## src/rtl/alu_pkg.sv

```systemverilog
`default_nettype none
// +-----------------------------------------------------------------------------
// | alu_pkg
// | Shared op encodings, CC bit indices and per-stage control payload for the
// | pipelined Y86 add/sub/logic ALU.
// | Rev 1.0 - initial release
// +-----------------------------------------------------------------------------
package alu_pkg;

    typedef enum logic [1:0] {
        ALU_ADD = 2'b00,
        ALU_SUB = 2'b01,
        ALU_AND = 2'b10,
        ALU_XOR = 2'b11
    } alu_op_e;

    localparam int         CC_ZF    = 2;
    localparam int         CC_SF    = 1;
    localparam int         CC_OF    = 0;
    localparam logic [2:0] CC_RESET = 3'b100;

    // Width-independent part of the stage payload; a, b', partial result and tag
    // travel beside it as W/TAG_W buses because a package cannot be parameterised.
    typedef struct packed {
        alu_op_e op;
        logic    carry;
        logic    zacc;
        logic    set_cc;
    } alu_ctl_t;

    function automatic logic op_is_arith(input alu_op_e op);
        return (op == ALU_ADD) || (op == ALU_SUB);
    endfunction

endpackage
`default_nettype wire

```

## src/rtl/alu_seg_stage.sv

```systemverilog
`default_nettype none
// +-----------------------------------------------------------------------------
// | alu_seg_stage
// | One SEG-bit add/logic slice of the ALU plus its pipeline register.
// | Rev 1.0 - initial release
// +-----------------------------------------------------------------------------
module alu_seg_stage
    import alu_pkg::*;
#(
    parameter int W     = 64,
    parameter int SEG   = 16,
    parameter int TAG_W = 4,
    parameter int IDX   = 0,
    parameter bit LAST  = 1'b0
) (
    input  logic             clk,
    input  logic             rst_n,
    input  logic             adv,
    input  logic             in_valid,
    input  alu_ctl_t         in_ctl,
    input  logic [W-1:0]     in_a,
    input  logic [W-1:0]     in_b,
    input  logic [W-1:0]     in_res,
    input  logic [TAG_W-1:0] in_tag,
    output logic             out_valid,
    output alu_ctl_t         out_ctl,
    output logic [W-1:0]     out_a,
    output logic [W-1:0]     out_b,
    output logic [W-1:0]     out_res,
    output logic [TAG_W-1:0] out_tag,
    output logic             out_of
);

    localparam int LO = IDX * SEG;

    logic [SEG-1:0] w_sa;
    logic [SEG-1:0] w_sb;
    logic [SEG-1:0] w_seg;
    logic [SEG:0]   w_sum;
    logic [W-1:0]   w_res;
    logic           w_of;

    logic             r_valid;
    alu_ctl_t         r_ctl;
    logic [W-1:0]     r_a;
    logic [W-1:0]     r_b;
    logic [W-1:0]     r_res;
    logic [TAG_W-1:0] r_tag;
    logic             r_of;

    always_comb begin
        w_sa  = in_a[LO +: SEG];
        w_sb  = in_b[LO +: SEG];
        w_sum = {1'b0, w_sa} + {1'b0, w_sb} + {{SEG{1'b0}}, in_ctl.carry};
        case (in_ctl.op)
            ALU_AND: w_seg = w_sa & w_sb;
            ALU_XOR: w_seg = w_sa ^ w_sb;
            default: w_seg = w_sum[SEG-1:0];
        endcase
        w_res            = in_res;
        w_res[LO +: SEG] = w_seg;
        // b is already b' here, so one equal-sign test covers both ADD and SUB
        w_of = 1'b0;
        if (LAST && op_is_arith(in_ctl.op))
            w_of = (in_a[W-1] == in_b[W-1]) && (w_res[W-1] != in_a[W-1]);
    end

    always_ff @(posedge clk) begin
        if (!rst_n) begin
            r_valid <= 1'b0;
            r_ctl   <= '0;
            r_a     <= '0;
            r_b     <= '0;
            r_res   <= '0;
            r_tag   <= '0;
            r_of    <= 1'b0;
        end else if (adv) begin
            r_valid       <= in_valid;
            r_ctl.op      <= in_ctl.op;
            r_ctl.carry   <= w_sum[SEG];
            r_ctl.zacc    <= in_ctl.zacc & (w_seg == '0);
            r_ctl.set_cc  <= in_ctl.set_cc;
            r_a           <= in_a;
            r_b           <= in_b;
            r_res         <= w_res;
            r_tag         <= in_tag;
            r_of          <= w_of;
        end
    end

    assign out_valid = r_valid;
    assign out_ctl   = r_ctl;
    assign out_a     = r_a;
    assign out_b     = r_b;
    assign out_res   = r_res;
    assign out_tag   = r_tag;
    assign out_of    = r_of;

endmodule
`default_nettype wire

```

## src/rtl/alu_addsub_pipe.sv

```systemverilog
`default_nettype none
// +-----------------------------------------------------------------------------
// | alu_addsub_pipe
// | Pipelined Y86 ALU (ADD/SUB/AND/XOR) with ZF/SF/OF and valid/ready flow.
// | Optional CC register and cc_q port when ALU_CC_REG_EN is defined.
// | Rev 1.0 - initial release
// +-----------------------------------------------------------------------------
module alu_addsub_pipe
    import alu_pkg::*;
#(
    parameter int W     = 64,
    parameter int SEG   = 16,
    parameter int TAG_W = 4
) (
    input  logic             clk,
    input  logic             rst_n,
    input  logic             in_valid,
    output logic             in_ready,
    input  logic [1:0]       in_op,
    input  logic [W-1:0]     in_a,
    input  logic [W-1:0]     in_b,
    input  logic [TAG_W-1:0] in_tag,
    input  logic             in_set_cc,
    output logic             out_valid,
    input  logic             out_ready,
    output logic [W-1:0]     out_res,
    output logic             out_zf,
    output logic             out_sf,
    output logic             out_of,
    output logic [TAG_W-1:0] out_tag
`ifdef ALU_CC_REG_EN
    ,
    output logic [2:0]       cc_q
`endif
);

    localparam int STAGES = (SEG > 0) ? (W / SEG) : 1;

    if ((SEG < 1) || (W % SEG != 0)) begin : g_bad_seg
        $error("alu_addsub_pipe: W must be a non-zero multiple of SEG");
    end

    // Index k feeds stage k; index k+1 is stage k's registered output
    logic [STAGES:0]   w_v;
    alu_ctl_t          w_ctl [0:STAGES];
    logic [W-1:0]      w_a   [0:STAGES];
    logic [W-1:0]      w_b   [0:STAGES];
    logic [W-1:0]      w_res [0:STAGES];
    logic [TAG_W-1:0]  w_tag [0:STAGES];
    logic [STAGES-1:0] w_of;

    alu_op_e w_op_in;
    logic    w_sub;
    logic    w_adv;
    logic    w_unused;

    assign w_op_in  = alu_op_e'(in_op);
    assign w_sub    = (w_op_in == ALU_SUB);
    assign w_adv    = !(out_valid && !out_ready);
    assign in_ready = w_adv;

    assign w_v[0]   = in_valid;
    assign w_ctl[0] = '{op: w_op_in, carry: w_sub, zacc: 1'b1, set_cc: in_set_cc};
    assign w_a[0]   = in_a;
    assign w_b[0]   = w_sub ? ~in_b : in_b;
    assign w_res[0] = '0;
    assign w_tag[0] = in_tag;

    for (genvar k = 0; k < STAGES; k++) begin : g_stage
        alu_seg_stage #(
            .W     (W),
            .SEG   (SEG),
            .TAG_W (TAG_W),
            .IDX   (k),
            .LAST  (k == STAGES - 1)
        ) u_stage (
            .clk       (clk),
            .rst_n     (rst_n),
            .adv       (w_adv),
            .in_valid  (w_v[k]),
            .in_ctl    (w_ctl[k]),
            .in_a      (w_a[k]),
            .in_b      (w_b[k]),
            .in_res    (w_res[k]),
            .in_tag    (w_tag[k]),
            .out_valid (w_v[k+1]),
            .out_ctl   (w_ctl[k+1]),
            .out_a     (w_a[k+1]),
            .out_b     (w_b[k+1]),
            .out_res   (w_res[k+1]),
            .out_tag   (w_tag[k+1]),
            .out_of    (w_of[k])
        );
    end

    assign out_valid = w_v[STAGES];
    assign out_res   = w_res[STAGES];
    assign out_zf    = w_ctl[STAGES].zacc;
    assign out_sf    = w_res[STAGES][W-1];
    assign out_of    = w_of[STAGES-1];
    assign out_tag   = w_tag[STAGES];

    // Final-stage operands and carry have no consumer past the pipe
    assign w_unused = ^{w_ctl[STAGES], w_a[STAGES], w_b[STAGES], w_of};

`ifdef ALU_CC_REG_EN
    logic [2:0] r_cc;

    always_ff @(posedge clk) begin
        if (!rst_n) begin
            r_cc <= CC_RESET;
        end else if (out_valid && out_ready && w_ctl[STAGES].set_cc) begin
            r_cc[CC_ZF] <= out_zf;
            r_cc[CC_SF] <= out_sf;
            r_cc[CC_OF] <= out_of;
        end
    end

    assign cc_q = r_cc;
`endif

endmodule
`default_nettype wire
```

## config.mk

```make
export PLATFORM = sky130hd
export DESIGN_NAME = alu_addsub_pipe
export DESIGN_NICKNAME = d
export VERILOG_FILES = /design/src/rtl/alu_pkg.sv /design/src/rtl/alu_seg_stage.sv /design/src/rtl/alu_addsub_pipe.sv
export SDC_FILE = /design/constraint.sdc
export NUM_CORES = 1
export LEC_CHECK = 0
export BUFFER_PORTS_ARGS = -buffer_cell sky130_fd_sc_hd__buf_2
export CAP_MARGIN = 20
export CORE_ASPECT_RATIO = 0.7
export CORE_MARGIN = 2
export CORE_UTILIZATION = 60
export DETAILED_ROUTE_END_ITERATION = 8
export GPL_TIMING_DRIVEN = 0
export PLACE_DENSITY_LB_ADDON = 0.2
export SLEW_MARGIN = 20
export SYNTH_ARGS = -nofsm -noshare
export SYNTH_HDL_FRONTEND = slang
export SYNTH_SLANG_ARGS = --single-unit
```

## constraint.sdc

```tcl
create_clock -name clk -period 9.1 [get_ports clk]
set_input_delay 0.455 -clock clk [delete_from_list [all_inputs] [get_ports clk]]
set_output_delay 0.455 -clock clk [all_outputs]
set_load 0.01 [all_outputs]
```

==> results of run 1 <==
[synth_stat cells (all sizes together), types with 13 or more instances]
master,n
mux2i,50
nor2,142
nand3,16
xor2,29
mux2,20
nand2,615
clkbuf,149
nor3,25
nor2b,18
a211oi,85
ha,69
inv,21
xnor2,71
o21ai,67
o21a,21
buf,14
a21o,22
dfxtp,386
a21oi,333
o211ai,13
[final cells by class]
cell class	count	area, sq um
clock buffers	57	1120
repair buffers	209	1050
fillers	2495	8920
clock inverters	7	136
plain buffers	163	617
multi-input cells	1719	9740
well taps	412	515
flip-flops and latches	386	7730
inverters	22	82.6
[worst max-delay path, delay by kind of cell]
| family | cells | cell delay [ns] |
|---|---|---|
| compound gates | 8 | 1.96 |
| fa+ha+maj | 1 | 0.32 |
| xor+xnor | 1 | 0.29 |
| simple gates | 2 | 0.30 |
| buf+inv | 5 | 2.57 |
[cell families after synthesis]
kind of cell	share of synthesized area, %
mux	4.00
buf+inv	3.85
fa+ha+maj	5.52
compound gates	20.1
simple gates	19.1
xor+xnor	4.82
flops	42.5
[power groups by stage]
stage | registers (mW) | clock network (mW) | logic [mW]
5_1_grt | 1.87 | 1.68 | 0.621
4_1_cts | 1.86 | 1.61 | 0.553
2_1_floorplan | 1.88 | 0 | 0.368
3_5_place_dp | 1.89 | 0 | 0.547
3_3_place_gp | 1.89 | 0 | 0.534
6_report | 1.86 | 1.61 | 0.569
[how the worst min path moves through the flow]
| stage | slack (ns) | startpoint | to | cells past startpoint |
|---|---|---|---|---|
| 5_1_grt | 0.15 | in_a[50] | g_stage[0].u_stage.out_a[50] | 3 |
| 6_report | 0.15 | in_a[50] | g_stage[0].u_stage.out_a[50] | 3 |
| 2_1_floorplan | 0.43 | g_stage[0].u_stage.out_res[15] | g_stage[1].u_stage.out_res[15] | 2 |
| 3_5_place_dp | 0.44 | g_stage[3].u_stage.out_res[9] | g_stage[3].u_stage.out_res[9] | 2 |
| 3_3_place_gp | 0.44 | g_stage[3].u_stage.out_res[25] | g_stage[3].u_stage.out_res[25] | 2 |
| 4_1_cts | 0.14 | in_a[50] | g_stage[0].u_stage.out_a[50] | 3 |
[sequential cells by signal, indices dropped and copies added, names as in the netlist]
register                   cells
g_stage.u_stage.out_a         96
g_stage.u_stage.out_b         96
g_stage.u_stage.out_ctl       13
g_stage.u_stage.out_of         1
g_stage.u_stage.out_res      160
g_stage.u_stage.out_tag       16
g_stage.u_stage.out_valid      4
[per-layer routing]
| layer | part of all wire (%) | up-vias | GRT usage [%] |
|---|---|---|---|
| li1 | - | 8303 | - |
| met1 | 47 | 8231 | 55.6 |
| met5 | 0 | - | 0 |
| met3 | 11 | 114 | 6.67 |
| met2 | 39 | 844 | 49.6 |
| met4 | 2.8 | 0 | 10.3 |
[per-stage QoR]
stage	util (%)	hold slack, ns
finish	70.2	0.148
detailed placement	66.0	0.443
CTS	70.2	0.135
global route	70.2	0.147
floorplan	-	0.431
global placement	66.0	0.437
==> metrics list, run 1 <==
- Critical Path Max Stage Delay: 0.82 ns
- Worst supply voltage drop on vdd: 120 uV
- The finished cells cover 21000 sq um.
* Routed wirelength normalized by instance count: 19.2 um
* Type of the worst setup path: in2reg
* Element type at the critical path end: register
- Cells along the critical path: buf_2 -> clkbuf_1 -> nor2b_1 -> clkbuf_1 -> buf_1 -> buf_1 -> xor2_1 -> ha_1 -> a211o_1 -> o22ai_1 -> o21a_1 -> o21ai_0 -> nand3_1 -> a31oi_1 -> o21a_1 -> o31ai_1 -> o22ai_1
- The most critical setup path has its startpoint at in_op[1].
- Entering global routing, the biggest net connects 15 pins.
- In this run the critical register-to-register path is captured at g_stage[3].u_stage.out_ctl[1].
* Diode insertion count for antenna repair: 0
- Number of placed instances, taps included: 2911
- The largest total area in the synthesized netlist belongs to dfxtp_1.
- Routability-driven placement finished with a final weighted congestion of 0.928.
* Cell type of the slowest stage on the worst timing path: clkbuf_1
- Leading cell types by total area after synthesis: dfxtp_1 43%, nand2_1 13%, a21oi_1 9.2%
* Number of rows created at floorplan: 53
* Area of the core: 29900 sq um
* Synth warn: 0
* Most used flip-flop cell after synthesis: dfxtp_1
* Clock Skew: 0.0222 ns
- Setup repair after global routing left no endpoint under its margin.
* Share of total power consumed by net switching: 26.8%
- Averaged over all synthesized cells, the footprint is 7.93 sq um.
* Number of antenna violations at the first check in global routing: 0
- Data on the critical path arrives at its endpoint at 5.90 ns.
- After detailed routing, the total wire length is 57100 um.
- Clock transition at the register clock pins on the worst setup and hold paths after CTS: 0.06 ns
- Die W: 212 um
* Initial Utilization: 60.7%
- # Post-CTS Setup Buffers: 0
- TritonRoute pass-1 iters: 6
* Startpoint of the lowest-slack register-to-register path: g_stage[2].u_stage.out_b[48]
* Number of clock sinks: 386
- Post-Layout Cell Count: 2975
- Layout overhead on the synthesized area: 15.5%
- The count of pins over their slew limit came to 0.
- Internal power comes to 2.96 mW.
* Setup slack after placement: 3.17 ns
- The run finished with clean final reports.
- In this run the cell area of the synthesized design comes to 18200 sq um.
- CTS H-tree depth: 2
- Share of flip-flops with an asynchronous set or reset: 0%
- In this run the register-to-register setup slack is 5.45 ns.
* Clock tree from TritonCTS: yes
* Clock buffer depth: 3
* Overall power of the completed layout: 4.04 mW
* Maximum fanout count along the critical path: 10
- Post-route fraction of the period consumed by the critical path: 60.4%
- Final ANT Viol Nets: 0
- In this run, post-CTS repair resized a total of 0 instances.
- For this block, the via count after detailed routing is 17492.
* Remaining global-route overflow: 0
* Required time reported for the critical path endpoint: 9.51 ns
- Post-detailed-route via-to-cell ratio: 5.88
- Layout cell share with drive strength beyond 1: 11.5%
- Number of unique standard cell types used by synthesis: 62
- The tightest min-delay check is of the in2reg type.
- Synthesis produced 2290 cells.
- CTS placed an instance of clkbuf_16 at the clock tree root.
* Depth of the most critical reg-to-reg path: 12
- Commonest cells after routing, fill and taps aside: 615 x nand2_1, 386 x dfxtp_1, 333 x a21oi_1
- After the last flow step, the layout net total stands at 2753.
- Setup violations remaining at the end of the flow were counted as 0.
* Hold bufs inserted after CTS: 0
- Share of Yosys cell area claimed by the top area cell type: 42.5%
- The number of global-route vias before repair is 15780.
* Total Die Area: 31700 sq um
- Worst setup endpoint: g_stage[0].u_stage.out_ctl[1]
- In this run, synthesis inferred 0 flip-flops with an integrated enable.
- The first global-routing pass estimated 88000 um of wire.
- Number of port buffers: 209
* Setup Total Neg Slack: 0 ns
* Dpl hpwl: 43300 um
- Area after detailed placement: 19700 sq um
* Power per unit of standard cell area: 193 nW/um^2
* Initial detailed-routing violation count: 1997
* Worst Setup Slack, final: 3.61 ns
- The worst path in the final design needs a cycle of 5.49 ns, including I/O delays and setup.
- Max Fclk: 182 MHz
* Maximum Capacitance Violations: 0
- Combinational cells account for 14.1% of the total power.
- STA classifies the critical path startpoint as an input pin.
* Number of hold-slack violations in the final timing report: 0
* Transition at the pin with the smallest max-transition slack: 1.26 ns
- Cell leakage power: 8.71 nW
- Rel. slew slack: 16.2%
- Clock network fraction of total power: 39.9%
- In the routed design, unresolved DRC markers number 0.
- Overall routing resource usage: 35.8%
* Worst skew pair latency: 0.55 ns
- Switch Pwr: 1.08 mW
- TritonCTS created 37 clock buffers.
- Number of placed I/O pins: 212
* Commonest non-fill, non-tap cell in the layout: nand2_1
- For this run, the register share of the synthesized area comes to 42.5%.
- Chip Height: 150 um
* Register bit total from synthesis: 386
- Registers are responsible for 46.1% of the overall power.
* Number of nets produced by synthesis: 2505
Note: power is estimated with default switching activity, not from simulation.
==> inputs of run 2 (changes only) <==
Settings changed: CORE_UTILIZATION 60 to 59.
Clock period 9.1 ns to 5.7 ns, I/O delays scaled along.
==> run 2 against run 1 <==
  * Final cell count grew 1.3%
  * Clock power increased by 64%
  * Utilization grew 0.83 points
  * Non-clock buffer count increased by 40
  * Clock skew barely moved
  * Register-to-register slack got worse by 3.3 ns
  * Total power is 62% higher
  * Worst setup slack got worse by 3.2 ns
  * Critical endpoint unchanged
  * Die area increased by 1.7%
  * Critical path type unchanged
  * Sequential share of layout area decreased by 0.75 points
  * Via count rose by 1.6%
==> metrics list, run 2 (synthesis gave the netlist of run 1 again) <==
* Critical Path Max Stage Delay: 0.86 ns (was 0.82 ns)
* Depth of the most critical reg-to-reg path: 12 (unchanged)
- Cell leakage power: 8.88 nW (was 8.71 nW)
- The setup-violating endpoint count in the final report came to 0 (unchanged).
- Remaining global-route overflow: 0 (unchanged)
* Rel. slew slack: 21.2% (was 16.2%)
- Initial Utilization: 60.2% (was 60.7%)
- Type of the worst setup path: in2reg (unchanged)
- Clock tree from TritonCTS: yes (unchanged)
* CTS H-tree depth: 2 (unchanged)
* DRC violations left: 0 (unchanged)
- Overall power of the completed layout: 6.54 mW (was 4.04 mW)
- Wire length of the first global-routing pass: 88600 um (was 88000 um)
- The startpoint of the worst-slack reg-to-reg timing path is g_stage[2].u_stage.out_b[48] (unchanged).
* Via count of the routed design: 17777 (was 17492)
* Final ANT Viol Nets: 0 (unchanged)
- The routed design could run at a clock period as short as 5.32 ns.
- The global placement routability congestion is 0.946 (was 0.928).
- # Post-CTS Setup Buffers: 0 (unchanged)
- The initial antenna violation count came to 0 (unchanged).
- Kind of start point of the critical path: input pin (unchanged)
- The slowest cell on the critical path is clkbuf_1 (unchanged).
- The number of flip-flops under the largest register name is 160 (unchanged).
* Number of clock sinks: 386 (unchanged)
* Post-Layout Cell Count: 3015 (was 2975)
* Element type at the critical path end: register (unchanged)
* End point of the most critical hold path: g_stage[0].u_stage.out_a[29] (was g_stage[0].u_stage.out_a[50])
* Commonest non-fill, non-tap cell in the layout: nand2_1 (unchanged)
* Number of instances resized during post-cts repair: 0 (unchanged)
* Largest delay share family, worst path: buffers and inverters (unchanged)
- The post-route worst hold slack is 0.00673 ns (was 0.148 ns).
* Max Fclk: 188 MHz
- Type of the worst min-delay path: in2reg (unchanged)
- Overall routing resource usage: 35.7% (was 35.8%)
- The total power density per cell area is 305 nW/um^2 (was 193 nW/um^2).
- The layout net count was 2792 (was 2753).
- The setup total negative slack was 0 ns (unchanged).
- Layout cell share with drive strength beyond 1: 11.5% (about the same)
* Via count of the first global-routing pass: 16180 (was 15780)
- Required time reported for the critical path endpoint: 6.16 ns (was 9.51 ns)
* Maximum fanout count along the critical path: 10 (unchanged)
- The count of pins over their slew limit came to 0 (unchanged).
- The largest clock skew in the final design came to 0.0226 ns (was 0.0222 ns).
- Commonest cells after routing, fill and taps aside: 615 x nand2_1, 386 x dfxtp_1, 333 x a21oi_1 (unchanged).
- Worst EP arrival: 5.78 ns (was 5.90 ns)
- The site row count was 53 (unchanged).
* Number of cells on the critical path: 17 (unchanged)
- Number of port buffers: 209 (unchanged)
- The cell depth of the worst hold path was 3 (unchanged).
- The final count of hold timing violations was 0 (unchanged).
- The pin slew with the least headroom to its limit is 1.18 ns (was 1.26 ns).
- The number of buffers and inverters on the critical path is 5 (unchanged).
* Number of placed I/O pins: 212 (unchanged)
* Maximum number of pins on one net before global-route repair: 17 (was 15)
* Clock transition at the register clock pins on the worst setup and hold paths after CTS: 0.07 ns (was 0.06 ns)
* Layout overhead on the synthesized area: 17.9% (was 15.5%)
* Reg-to-Reg End: g_stage[3].u_stage.out_ctl[1] (unchanged)
- CTS buffer count: 36 (was 37)
* Initial detailed-routing violation count: 2050 (was 1997)
- Cells along the critical path: buf_2 -> clkbuf_1 -> nor2b_1 -> clkbuf_1 -> buf_1 -> buf_1 -> xor2_1 -> ha_1 -> a211o_1 -> o22ai_1 -> o21a_1 -> xnor2_1 -> o21ai_0 -> nand4_1 -> nor4b_1 -> nand4_1 -> o22ai_1 (was buf_2 -> clkbuf_1 -> nor2b_1 -> clkbuf_1 -> buf_1 -> buf_1 -> xor2_1 -> ha_1 -> a211o_1 -> o22ai_1 -> o21a_1 -> o21ai_0 -> nand3_1 -> a31oi_1 -> o21a_1 -> o31ai_1 -> o22ai_1).
- The utilization after layout came to 71.0% (was 70.2%).
- The average vias per placed instance was 5.90 (was 5.88).
- The floorplan die area is 32200 sq um (was 31700 sq um).
- The maximum buffer depth of the clock tree is 3 (unchanged).
* Die W: 214 um (was 212 um)
* Unrepaired setup endpoints after global routing: false (unchanged)
- The count of placed standard cells including taps is 2911 (unchanged).
- Hold Startpoint: in_a[29] (was in_a[50])
* Area of the core: 30200 sq um (was 29900 sq um)
- Dpl hpwl: 43000 um (was 43300 um)
- Outcome: finished, final reports clean (unchanged)
* Diode insertion count for antenna repair: 0 (unchanged)
- The average routed wire per standard cell was 19.2 um (about the same).
- The insertion delay to the later sink of the worst-skew pair came to 0.55 ns (about the same).
- TritonRoute pass-1 iters: 6 (unchanged)
* Maximum Capacitance Violations: 0 (unchanged)
* Register-to-Register Setup Slack: 2.12 ns (was 5.45 ns)
* Root Buffer: clkbuf_16 (unchanged)
- Final wirelength: 58000 um (was 57100 um)
- Worst supply voltage drop on vdd: 196 uV (was 120 uV)
- Chip Height: 151 um (was 150 um)
- In the finished design, the share of the clock period the worst path needs comes to 93.4%.
* Hold bufs inserted after CTS: 40 (was 0)
## run 2: cell types whose count changed in the layout (fill, tap and decap cells not counted), sizes merged
cell and change:
bufinv +2, clkbuf -8, clkinv +3, clkinvlp +4, dlygate4sd3 +40, inv -1
## run 2: worst min-delay path, stage by stage
cell and delay, ns:
buf_2 0.10, nand2_1 0.05, a21oi_1 0.06
## run 2: per-stage QoR
step,instance area [sq um],setup WS [ns]
after floorplan,18200,1.64
final,21400,0.378
after CTS,21400,0.495
after detailed placement,19700,-0.0562
after global placement,19700,0.0636
after global routing,21400,0.110
## run 2: report_power, final
group,internal (mW),switching (mW),leakage [nW],total [mW]
clock,1.55,1.08,0.627,2.64
combinational,0.373,0.557,5.08,0.930
sequential,2.87,0.106,3.17,2.97
## run 2: final cells by class
| cell class | count | area [sq um] |
|---|---|---|
| well taps | 412 | 515 |
| flip-flops and latches | 386 | 7730 |
| multi-input cells | 1719 | 9740 |
| plain buffers | 163 | 617 |
| repair buffers | 249 | 1450 |
| fillers | 2441 | 8750 |
| clock buffers | 49 | 1070 |
| inverters | 22 | 82.6 |
| clock inverters | 15 | 221 |
## run 2: layer usage
metal	up-vias	track usage, %	share of wire, %	routed length (um)
met5	-	0	0	0
met3	135	7.57	10	6080
met4	0	12.3	3.3	1940
li1	8392	-	-	-
met1	8304	52.5	46	26400
met2	946	51.6	41	23500
## run 2: worst max path at each step
stage | to | start | slack (ns)
2_1_floorplan | g_stage[0].u_stage.out_ctl[1] | in_op[0] | 1.64
4_1_cts | g_stage[0].u_stage.out_ctl[1] | in_op[1] | 0.49
6_report | g_stage[0].u_stage.out_ctl[1] | in_op[1] | 0.38
5_1_grt | g_stage[0].u_stage.out_ctl[1] | in_op[1] | 0.11
3_5_place_dp | g_stage[0].u_stage.out_ctl[1] | in_op[1] | -0.06
3_3_place_gp | g_stage[0].u_stage.out_ctl[1] | in_op[1] | 0.06
==> inputs of run 3 (changes only) <==
Settings changed: BUFFER_PORTS_ARGS -buffer_cell sky130_fd_sc_hd__buf_2 to default, CORE_UTILIZATION 59 to 60, DONT_BUFFER_PORTS from default to 1, SLEW_MARGIN 20 to 5.
==> run 3 against run 2 <==
  * Register-to-register slack worse by 0.04 ns
  * Die area down 1.6%
  * Maximum frequency up 4.8%
  * Utilization down 1.0 points
  * Routed wire length up 0.91%
  * Sequential power about the same
  * Via count down 2.7%
  * Final cell count down 4.8%
  * Combinational power down 3.8%
  * Global-route usage up 0.65 points
  * Critical path type unchanged
  * Largest power group unchanged
  * Highest routed layer is now met5
==> metrics list, run 3 (synthesis gave the netlist of run 1 again) <==
- Outcome: finished, final reports clean (unchanged)
- The switching power as a share of total power came to 27.2% (was 26.7%).
- Crit path from: in_op[0] (was in_op[1])
- The pin count of the biggest net entering global routing came to 15 (was 17).
- The post-layout minimum cycle time is 5.08 ns (was 5.32 ns).
* Number of hold-slack violations in the final timing report: 0 (unchanged)
* Area of the core: 29900 sq um (was 30200 sq um)
- Post-detailed-route via-to-cell ratio: 6.03 (was 5.90)
- Layout overhead on the synthesized area: 15.2% (was 17.9%)
* Clock Skew: 0.0101 ns (was 0.0226 ns)
- Total Die Area: 31700 sq um (was 32200 sq um)
- Transition at the pin with the smallest max-transition slack: 1.13 ns (was 1.18 ns)
- Sequential power share: 46.9% (was 45.5%)
* Worst EP arrival: 5.49 ns (was 5.78 ns)
- The height of the die is 150 um (was 151 um).
- Unrepaired setup endpoints after global routing: false (unchanged)
- The total overflow reported by the global router came to 0 (unchanged).
- Fill count: 2375 (was 2441)
- Combinational power share: 14.1% (was 14.2%)
- Worst Setup Slack, final: 0.620 ns (was 0.378 ns)
- Setup Viol. Count Final: 0 (unchanged)
* Type of the worst setup path: in2reg (unchanged)
- The capture instance of the worst register-to-register path is g_stage[3].u_stage.out_ctl[1] (unchanged).
- The instance area after placement is 18700 sq um (was 19700 sq um).
- The total I/O pin count is 212 (unchanged).
* Overall routing resource usage: 36.3% (was 35.7%)
- # Post-CTS Setup Buffers: 0 (unchanged)
- The worst slew margin relative to its limit was 25.0% (was 21.2%).
* Worst skew pair latency: 0.55 ns (about the same)
* Worst supply voltage drop on vdd: 219 uV (was 196 uV)
* Element type at the critical path end: register (unchanged)
- The internal power came to 4.64 mW (was 4.79 mW).
- The remaining antenna violation count after routing came to 0 (unchanged).
* Number of placed instances, taps included: 2702 (was 2911)
* Commonest non-fill, non-tap cell in the layout: nand2_1 (unchanged)
- The first-pass GRT wire length was 89300 um (was 88600 um).
- The reported net switching power came to 1.73 mW (was 1.75 mW).
- The filler-free cell count of the finished design was 2869 (was 3015).
* Startpoint of the lowest-slack register-to-register path: g_stage[2].u_stage.out_b[48] (unchanged)
- The power after layout came to 6.37 mW (was 6.54 mW).
* Setup slack after placement: 0.179 ns (was -0.0562 ns)
* Setup Total Neg Slack: 0 ns (unchanged)
- Number of antenna violations at the first check in global routing: 1 (was 0)
* Post-route fraction of the period consumed by the critical path: 89.1% (was 93.4%)
- Initial Utilization: 60.7% (was 60.2%)
* Die W: 212 um (was 214 um)
- Cells along the critical path: buf_2 -> nor2b_1 -> clkbuf_1 -> buf_1 -> buf_1 -> xor2_1 -> ha_1 -> a211o_1 -> o22ai_1 -> o21a_1 -> o21ai_0 -> nand3_1 -> a31oi_1 -> o21a_1 -> o31ai_1 -> o22ai_1 (was buf_2 -> clkbuf_1 -> nor2b_1 -> clkbuf_1 -> buf_1 -> buf_1 -> xor2_1 -> ha_1 -> a211o_1 -> o22ai_1 -> o21a_1 -> xnor2_1 -> o21ai_0 -> nand4_1 -> nor4b_1 -> nand4_1 -> o22ai_1)
- The CTS tree is yes (unchanged).
- Finished Core Util: 69.9% (was 71.0%)
- Via count of the first global-routing pass: 16146 (was 16180)
* Number of clock sinks: 386 (unchanged)
* Worst setup endpoint: g_stage[0].u_stage.out_ctl[1] (unchanged)
- The count of maximum capacitance violations is 0 (unchanged).
* CTS H-tree depth: 2 (unchanged)
* Number of port buffers: 0 (was 209)
* CTS buffer count: 37 (was 36)
* Slew Viols, Final: 0 (unchanged)
- Number of rows created at floorplan: 53 (unchanged)
- Cell area after layout: 20900 sq um (was 21400 sq um)
* Critical Path Max Stage Delay: 0.77 ns (was 0.86 ns)
- Commonest cells after routing, fill and taps aside: 615 x nand2_1, 386 x dfxtp_1, 333 x a21oi_1 (unchanged)
- Cell leakage power: 8.18 nW (was 8.88 nW)
* Register-to-Register Setup Slack: 2.08 ns (was 2.12 ns)
- The proportion of layout cells with a drive suffix above 1 was 3.50% (was 11.5%).
- Clock transition at the register clock pins on the worst setup and hold paths after CTS: 0.06 ns (was 0.07 ns)
- The critical path launch point type was an input pin (unchanged).
- The number of detailed-routing iterations run before antenna repair came to 6 (unchanged).
- Maximum fanout count along the critical path: 10 (unchanged)
- Final layout net count: 2647 (was 2792)
* Root Buffer: clkbuf_16 (unchanged)
- Depth of the most critical reg-to-reg path: 12 (unchanged)
- Power per unit of standard cell area: 304 nW/um^2 (was 305 nW/um^2)
- Final weighted congestion of routability-driven global placement: 0.938 (was 0.946)
* Cell type of the slowest stage on the worst timing path: clkbuf_1 (unchanged)
- The kind of path behind the tightest hold check is in2reg (unchanged).
- The required arrival time at the worst endpoint came to 6.11 ns (was 6.16 ns).
- Final wirelength: 58500 um (was 58000 um)
- The highest achievable clock rate came to 197 MHz (was 188 MHz).
- The routed via count was 17300 (was 17777).
- The post-cts resize count came to 0 (unchanged).
* Worst hold margin: 0.114 ns (was 0.00673 ns)
- The average routed wire per standard cell was 20.4 um (was 19.2 um).
- Clock buffer depth: 3 (unchanged)
- Clock network fraction of total power: 39.0% (was 40.3%)
- DRC violations left: 0 (unchanged)
* Flip-flop count of the largest register after layout: 160 (unchanged)
* Dpl hpwl: 42900 um (was 43000 um)
- The DRC violation total after the first TritonRoute iteration came to 2047 (was 2050).
run 3: changes by cell type in the layout (fill, tap and decap cells not counted), sizes merged:
| cell | change |
|---|---|
| clkinvlp | -3 |
| clkbuf | +5 |
| bufinv | -3 |
| dlygate4sd3 | +62 |
| clkinv | -3 |
| buf | -208 |
| diode | +1 |
| inv | +3 |
run 3: final cells by class:
type / instances / area (sq um) / area share, %
multi-input combinational: 1719 / 9740 / 46.5
sequential: 386 / 7730 / 36.9
clock buffer: 54 / 1080 / 5.16
timing repair buffer: 103 / 1040 / 4.95
buffer: 163 / 617 / 2.95
tap: 412 / 515 / 2.46
clock inverter: 9 / 120 / 0.574
inverter: 22 / 82.6 / 0.395
antenna: 1 / 2.50 / 0.0120
run 3: layer usage:
| metal | global-route usage [%] | up-vias | share of wire [%] |
|---|---|---|---|
| li1 | - | 8112 | - |
| met5 | 0 | - | 0.022 |
| met3 | 8.42 | 171 | 11 |
| met4 | 14.3 | 2 | 4.0 |
| met1 | 52.8 | 8154 | 45 |
| met2 | 51.8 | 861 | 40 |
run 3: worst min-delay path by stage:
stage / cells past startpoint / to / start
after floorplan: 2 / g_stage[0].u_stage.out_a[16] / in_a[16]
after global placement: 2 / g_stage[0].u_stage.out_a[53] / in_a[53]
after detailed placement: 2 / g_stage[0].u_stage.out_a[55] / in_a[55]
after CTS: 3 / g_stage[0].u_stage.out_res[1] / in_op[1]
after global routing: 3 / g_stage[0].u_stage.out_res[1] / in_op[1]
final: 3 / g_stage[0].u_stage.out_res[1] / in_op[1]
run 3: what timing repair did:
item | CTS | global route
endpoints found under the setup margin | 0 | 0
endpoints found under the hold margin | 103 | 0
hold buffers | 102 | 0
run 3: worst max-delay path: cells and delay by family:
kind	cells	cell delay, ns
buffers and inverters	4	2.39
AO/OA/AOI/OAI	8	1.92
AND/OR/NAND/NOR	2	0.32
XOR/XNOR	1	0.25
adder cells (fa/ha/maj)	1	0.32
run 3: power groups by stage:
stage	logic, mW	clock network [mW]	registers [mW]
2_1_floorplan	0.587	0	3.00
3_3_place_gp	0.762	0	3.04
3_5_place_dp	0.786	0	3.04
4_1_cts	0.855	2.48	2.98
5_1_grt	0.966	2.59	3.00
6_report	0.895	2.48	2.99
